### config.mk
export PLATFORM = sky130hd
export DESIGN_NAME = prom_fetch_ctrl_flat
export DESIGN_NICKNAME = d
export VERILOG_FILES = /design/src/rtl/prom_fetch_ctrl_pkg.sv /design/src/rtl/prom_fetch_ctrl_if.sv /design/src/rtl/prom_fetch_ctrl_fetch_fifo.sv /design/src/rtl/prom_fetch_ctrl.sv /design/src/flat_wrapper.sv
export SDC_FILE = /design/constraint.sdc
export NUM_CORES = 1
export LEC_CHECK = 0
export BUFFER_PORTS_ARGS = -buffer_cell sky130_fd_sc_hd__buf_2
export CAP_MARGIN = 20
export CORE_MARGIN = 3
export CORE_UTILIZATION = 40
export DETAILED_ROUTE_END_ITERATION = 8
export GPL_TIMING_DRIVEN = 1
export PLACE_DENSITY = 0.69
export SYNTH_ARGS = -nofsm -noshare
export SYNTH_HDL_FRONTEND = slang
export SYNTH_SLANG_ARGS = --single-unit
### constraint.sdc
create_clock -name clk -period 5 [get_ports clk]
set_input_delay 0.5 -clock clk [delete_from_list [all_inputs] [get_ports clk]]
set_output_delay 0.5 -clock clk [all_outputs]
set_load 0.02 [all_outputs]
### src/rtl/prom_fetch_ctrl_pkg.sv
// Shared constants and types for the program-ROM fetch sequencer.
package prom_fetch_ctrl_pkg;

  localparam int CODE_ADDR_WIDTH = 10;
  localparam int CODE_SIZE       = 1 << CODE_ADDR_WIDTH;
  localparam int CODE_RESET_PC   = 0;
  localparam int INSTR_W         = 16;

  typedef logic [INSTR_W-1:0] instr_t;

endpackage

### src/rtl/prom_fetch_ctrl_if.sv
// ROM port, redirect request and decode-side valid/ready handshake of the fetch unit.
interface prom_fetch_ctrl_if
  import prom_fetch_ctrl_pkg::*;
#(
  parameter int WIDTH = CODE_ADDR_WIDTH
);

  logic [WIDTH-1:0] rom_addr;
  instr_t           rom_data;
  logic             jump_valid;
  logic [WIDTH-1:0] jump_addr;
  logic             instr_valid;
  instr_t           instr;
  logic [WIDTH-1:0] instr_pc;
  logic             instr_ready;

  modport master (
    output rom_addr,
    input  rom_data,
    input  jump_valid,
    input  jump_addr,
    output instr_valid,
    output instr,
    output instr_pc,
    input  instr_ready
  );

  modport slave (
    input  rom_addr,
    output rom_data,
    output jump_valid,
    output jump_addr,
    input  instr_valid,
    input  instr,
    input  instr_pc,
    output instr_ready
  );

endinterface

### src/rtl/prom_fetch_ctrl_fetch_fifo.sv
// Shift-register FIFO of {pc, word}; entry 0 is the registered head seen by decode.
module prom_fetch_ctrl_fetch_fifo
  import prom_fetch_ctrl_pkg::*;
#(
  parameter int WIDTH = CODE_ADDR_WIDTH,
  parameter int DEPTH = 2,
  localparam int CNT_W = $clog2(DEPTH + 1)
) (
  input  logic             clk,
  input  logic             reset,
  input  logic             push_i,
  input  logic [WIDTH-1:0] push_pc_i,
  input  instr_t           push_word_i,
  input  logic             pop_i,
  input  logic             flush_i,
  output logic             head_valid_o,
  output logic [WIDTH-1:0] head_pc_o,
  output instr_t           head_word_o,
  output logic [CNT_W-1:0] count_o
);

  logic [WIDTH-1:0] pc_q   [DEPTH];
  logic [WIDTH-1:0] pc_d   [DEPTH];
  instr_t           word_q [DEPTH];
  instr_t           word_d [DEPTH];
  logic [CNT_W-1:0] count_q, count_d;
  logic             valid_q;

  // Pop shifts everything toward the head first, so a push lands after the survivors.
  always_comb begin
    pc_d    = pc_q;
    word_d  = word_q;
    count_d = count_q;
    if (flush_i) begin
      count_d = '0;
    end else begin
      if (pop_i && count_q != '0) begin
        for (int i = 0; i < DEPTH - 1; i++) begin
          pc_d[i]   = pc_q[i+1];
          word_d[i] = word_q[i+1];
        end
        count_d = count_q - 1'b1;
      end
      if (push_i) begin
        for (int i = 0; i < DEPTH; i++) begin
          if (CNT_W'(i) == count_d) begin
            pc_d[i]   = push_pc_i;
            word_d[i] = push_word_i;
          end
        end
        count_d = count_d + 1'b1;
      end
    end
  end

  always_ff @(posedge clk) begin
    if (reset) begin
      count_q <= '0;
      valid_q <= 1'b0;
      for (int i = 0; i < DEPTH; i++) begin
        pc_q[i]   <= '0;
        word_q[i] <= '0;
      end
    end else begin
      count_q <= count_d;
      valid_q <= (count_d != '0);
      pc_q    <= pc_d;
      word_q  <= word_d;
    end
  end

  assign head_valid_o = valid_q;
  assign head_pc_o    = pc_q[0];
  assign head_word_o  = word_q[0];
  assign count_o      = count_q;

endmodule

### src/rtl/prom_fetch_ctrl.sv
// Instruction-fetch sequencer: drives the ROM address, tracks the one read in flight
// and buffers returned words for the decode stage; redirects flush and refetch.
module prom_fetch_ctrl
  import prom_fetch_ctrl_pkg::*;
#(
  parameter int               WIDTH    = CODE_ADDR_WIDTH,
  parameter int               DEPTH    = 2,
  parameter logic [WIDTH-1:0] RESET_PC = WIDTH'(CODE_RESET_PC)
) (
  input  logic               clk,
  input  logic               reset,
  prom_fetch_ctrl_if.master  bus
);

  localparam int CNT_W = $clog2(DEPTH + 1);
  localparam int OCC_W = CNT_W + 1;

  logic [WIDTH-1:0] fetch_pc_q, fetch_pc_d;
  logic [WIDTH-1:0] inflight_pc_q, inflight_pc_d;
  logic             inflight_q, inflight_d;
  logic [WIDTH-1:0] rom_addr;
  logic             pop, push, issue;
  logic [OCC_W-1:0] occ;
  logic [CNT_W-1:0] count;
  logic             head_valid;
  logic [WIDTH-1:0] head_pc;
  instr_t           head_word;

  // Occupancy counts the buffered words plus the read still in flight, net of this cycle's pop,
  // so issue stops before a returning word could find the buffer full.
  always_comb begin
    rom_addr = fetch_pc_q;
    if (reset) begin
      rom_addr = RESET_PC;
    end else if (bus.jump_valid) begin
      rom_addr = bus.jump_addr;
    end
    pop   = head_valid & bus.instr_ready & ~bus.jump_valid;
    push  = inflight_q & ~bus.jump_valid;
    occ   = OCC_W'(count) + OCC_W'(inflight_q) - OCC_W'(pop);
    issue = ~reset & (bus.jump_valid | (occ < OCC_W'(DEPTH)));

    inflight_d    = issue;
    inflight_pc_d = inflight_pc_q;
    fetch_pc_d    = fetch_pc_q;
    if (issue) begin
      inflight_pc_d = rom_addr;
      fetch_pc_d    = rom_addr + 1'b1;
    end
  end

  always_ff @(posedge clk) begin
    if (reset) begin
      fetch_pc_q <= RESET_PC;
      inflight_q <= 1'b0;
    end else begin
      fetch_pc_q <= fetch_pc_d;
      inflight_q <= inflight_d;
    end
  end

  always_ff @(posedge clk) begin
    inflight_pc_q <= inflight_pc_d;
  end

  prom_fetch_ctrl_fetch_fifo #(
    .WIDTH (WIDTH),
    .DEPTH (DEPTH)
  ) u_fifo (
    .clk          (clk),
    .reset        (reset),
    .push_i       (push),
    .push_pc_i    (inflight_pc_q),
    .push_word_i  (bus.rom_data),
    .pop_i        (pop),
    .flush_i      (bus.jump_valid),
    .head_valid_o (head_valid),
    .head_pc_o    (head_pc),
    .head_word_o  (head_word),
    .count_o      (count)
  );

  assign bus.rom_addr    = rom_addr;
  assign bus.instr_valid = head_valid;
  assign bus.instr       = head_word;
  assign bus.instr_pc    = head_pc;

endmodule

### src/flat_wrapper.sv
// flat-port wrapper written by rule: the top's interface ports become plain ports
module prom_fetch_ctrl_flat import prom_fetch_ctrl_pkg::*;
#(
  parameter int               WIDTH    = CODE_ADDR_WIDTH,
  parameter int               DEPTH    = 2,
  parameter logic [WIDTH-1:0] RESET_PC = WIDTH'(CODE_RESET_PC)
)
  (clk, reset, bus_rom_addr, bus_rom_data, bus_jump_valid, bus_jump_addr, bus_instr_valid, bus_instr, bus_instr_pc, bus_instr_ready);
  prom_fetch_ctrl_if #(.WIDTH(WIDTH)) bus_i ();
  input  logic clk;
  input  logic reset;
  output wire logic [$bits(bus_i.rom_addr)-1:0] bus_rom_addr;
  input wire logic [$bits(bus_i.rom_data)-1:0] bus_rom_data;
  input wire logic [$bits(bus_i.jump_valid)-1:0] bus_jump_valid;
  input wire logic [$bits(bus_i.jump_addr)-1:0] bus_jump_addr;
  output wire logic [$bits(bus_i.instr_valid)-1:0] bus_instr_valid;
  output wire logic [$bits(bus_i.instr)-1:0] bus_instr;
  output wire logic [$bits(bus_i.instr_pc)-1:0] bus_instr_pc;
  input wire logic [$bits(bus_i.instr_ready)-1:0] bus_instr_ready;
  assign bus_rom_addr = bus_i.rom_addr;
  assign bus_i.rom_data = bus_rom_data;
  assign bus_i.jump_valid = bus_jump_valid;
  assign bus_i.jump_addr = bus_jump_addr;
  assign bus_instr_valid = bus_i.instr_valid;
  assign bus_instr = bus_i.instr;
  assign bus_instr_pc = bus_i.instr_pc;
  assign bus_i.instr_ready = bus_instr_ready;
  prom_fetch_ctrl #(.WIDTH(WIDTH), .DEPTH(DEPTH), .RESET_PC(RESET_PC)) u_core (.clk(clk), .reset(reset), .bus(bus_i));
endmodule
==> results.ini <==
[cells_and_area]
seq_area_um2 = 1620
num_antenna_cells = 0
design_area_um2 = 3880
nFillCells = 814
multi_input_area_um2 = 1520
layout-drive-gt1-share_pct = 28.6
syn_to_final_growth_pct = 11.9
nets = 445

[synth]
synthTopCellsByCount = nor2_1 (74), dfxtp_1 (66), nand2_1 (56)
syn-num-nets = 416
synth_top_cell_by_area = dfxtp_1
synth.distinct_cells = 37
yosysWarnings = 0
yosysSeqAreaShare_pct = 46.8
synth_seq_cells = 76
synth-edff-count = 10
synth_top_cells_by_area = dfxtp_1 (38%), edfxtp_1 (8.7%), o221a_2 (8.4%)
synthFlopType = dfxtp_1
syn_inst = 380
avgSynthCellArea_um2 = 9.12
synthesis.area_um2 = 3470
synth-async-reset-ratio_pct = 0
yosysMostFrequentCell = nor2_1
synth_top_area_share_pct = 38.1

[timing]
post-route-period-util_pct = 67.0
rsz0062_at_grt = no
finClkSkew_ps = 10.9
hold_violations = 0
slew_violations = 0
fin_crit_ps = 3350
fmax_ghz = 0.299
timing.setup.tns_ps = 0
relSlewSlack_pct = 31.2
setup_viol = 0
worst_slew_pin_slew_ps = 1030

[floorplan]
ioPinCount = 67
dieArea_um2 = 9820
die_height_um = 99.1
initial_core_util_pct = 41.8
fp.dieW_um = 99.1
coreArea_um2 = 8300
num_rows = 33

[critical_path]
reg2reg_depth = 7
max_stage_delay_ps = 790
crit_type = input port to flip-flop
crit_path_top_delay_cell = nor2b_1
cp_max_fo = 24
reg2reg_slack_ps = 1850
startpoint_type = input port
startpoint = bus_jump_valid
cp_cell_sequence = buf_2 -> nor2_1 -> ha_1 -> nand2b_1 -> fa_1 -> xnor2_1 -> a21o_1 -> nor2b_1
r2r_end = u_core.inflight_pc_q[1]
setup.worst_path.end_class = flip-flop
critPathRequiredTime_ps = 4960
reg2reg_from = u_core.inflight_q
cp.arrival_ps = 3310

[global_routing]
grt_max_degree = 52
grt_use_total_pct = 15.6
gr-total-overflow = 0
grt_pass1_wl_um = 12300
grt_pass1_vias = 2503
antenna_found_initial = 0

[cts]
clk_pin_slew_ps = 80
cts_tree = done
cts_setup_buffers = 0
cts-hold-fix-buffers = 0
htreeDepth = 3
cts_resized = 0
clockBufferDepth = 2
cts-buffers-inserted = 9
clk_latency_ps = 340
root_buffer = clkbuf_8
numClockSinks = 76

[min_path]
holdPathStages = 3
min_path_type = input port to flip-flop
hold_end = u_core.u_fifo.word_q[10]
hold_path_startpoint = bus_rom_data[10]

[placed_design]
place.gp.congestion = 0.763
place_area_um2 = 3640
numPortBuffers = 66
place.detailed.hpwl_um = 4960

[routing]
drt_iter0_markers = 156
drt.antenna.violating_nets = 0
first_pass_iters = 4
wl_um = 7470
via_per_inst = 5.11
routedWlPerCell_um = 14.4
vias = 2645
drc_errors = 0

[pwr]
power_leakage_nw = 1.61
pwr_density_cell_nw_per_um2 = 371
ir_worst_vdd_uv = 198
total_power_mw = 1.44

[status]
status = finished clean

[flow_run]
maxCapViolCount = 0

==> per-stage QoR <==
stage	worst slack [ps]	util, %	hold slack, ps	instances
3_3_place_gp	1390	43.7	442	502
5_1_grt	1460	46.8	378	518
2_1_floorplan	1740	-	437	380
4_1_cts	1660	46.8	379	518
3_5_place_dp	1300	43.9	449	503
6_report	1650	46.8	399	518
==> registers in the layout, indices dropped and copies added, names as in the netlist <==
signal and cells:
u_core.u_fifo.head_word_o 16, u_core.u_fifo.pc_q 10, u_core.fetch_pc_q 10, u_core.u_fifo.head_valid_o 1, u_core.u_fifo.head_pc_o 10, u_core.inflight_pc_q 10, u_core.u_fifo.count_o 2, u_core.inflight_q 1
u_core.u_fifo.word_q 16
==> worst max-delay path, delay by kind of cell <==
kind            cells  cell delay [ps]
fa+ha+maj           2              660
compound gates      1              510
simple gates        3             1040
xor+xnor            1              150
buf+inv             1              440
==> kinds of logic after synthesis <==
group	after synthesis	share of synthesized area (%)
simple gates	150	18.2
compound gates	70	16.8
flops	76	46.8
xor+xnor	11	2.78
fa+ha+maj	6	2.38
mux	12	3.50
buf+inv	55	9.57
==> area by class of cell <==
class	instances	share of cell area [%]
clock buffer	9	3.19
timing repair buffer	69	9.29
clock inverter	6	2.90
tap	105	3.39
inverter	4	0.387
multi-input combinational	249	39.1
sequential	76	41.8
==> routing by layer <==
| metal | vias up | track usage, % | share of wire (%) |
|---|---|---|---|
| met1 | 1237 | 20.4 | 45 |
| met2 | 74 | 24.6 | 49 |
| met5 | - | 0 | 0 |
| li1 | 1330 | - | - |
| met3 | 4 | 5.10 | 5.6 |
| met4 | 0 | 4.94 | 0.40 |
==> cell usage in the layout (no fill, tap or decap), drive strengths merged <==
cell type	count
a21o	2
edfxtp	10
nand3b	3
xnor2	8
dfxtp	66
a2111oi	1
nand4	2
a21boi	1
xor2	3
and2	2
mux2i	11
o221a	26
a211oi	10
bufinv	3
nor3b	1
nand2b	1
clkbuf	9
mux2	1
inv	5
buf	69
nor2	74
and3	1
nor3	2
a21oi	29
ha	5
nor2b	3
a311o	1
fa	1
nand3	5
nand2	56
clkinv	2
==> worst max-delay path by stage <==
stage / endpoint / slack (ps) / cells past startpoint
after global placement: u_core.inflight_pc_q[7] / 1390 / 8
after global routing: u_core.inflight_pc_q[1] / 1460 / 8
after floorplan: u_core.inflight_pc_q[0] / 1740 / 11
after CTS: u_core.inflight_pc_q[1] / 1660 / 8
after detailed placement: u_core.inflight_pc_q[4] / 1300 / 8
final: u_core.inflight_pc_q[1] / 1650 / 8
==> where the power goes <==
part           internal, mW  switching (mW)
registers             0.661          0.0254
logic                0.0789           0.123
clock network         0.330           0.222
total                  1.07           0.370
Power figures use the tool's default switching activity.
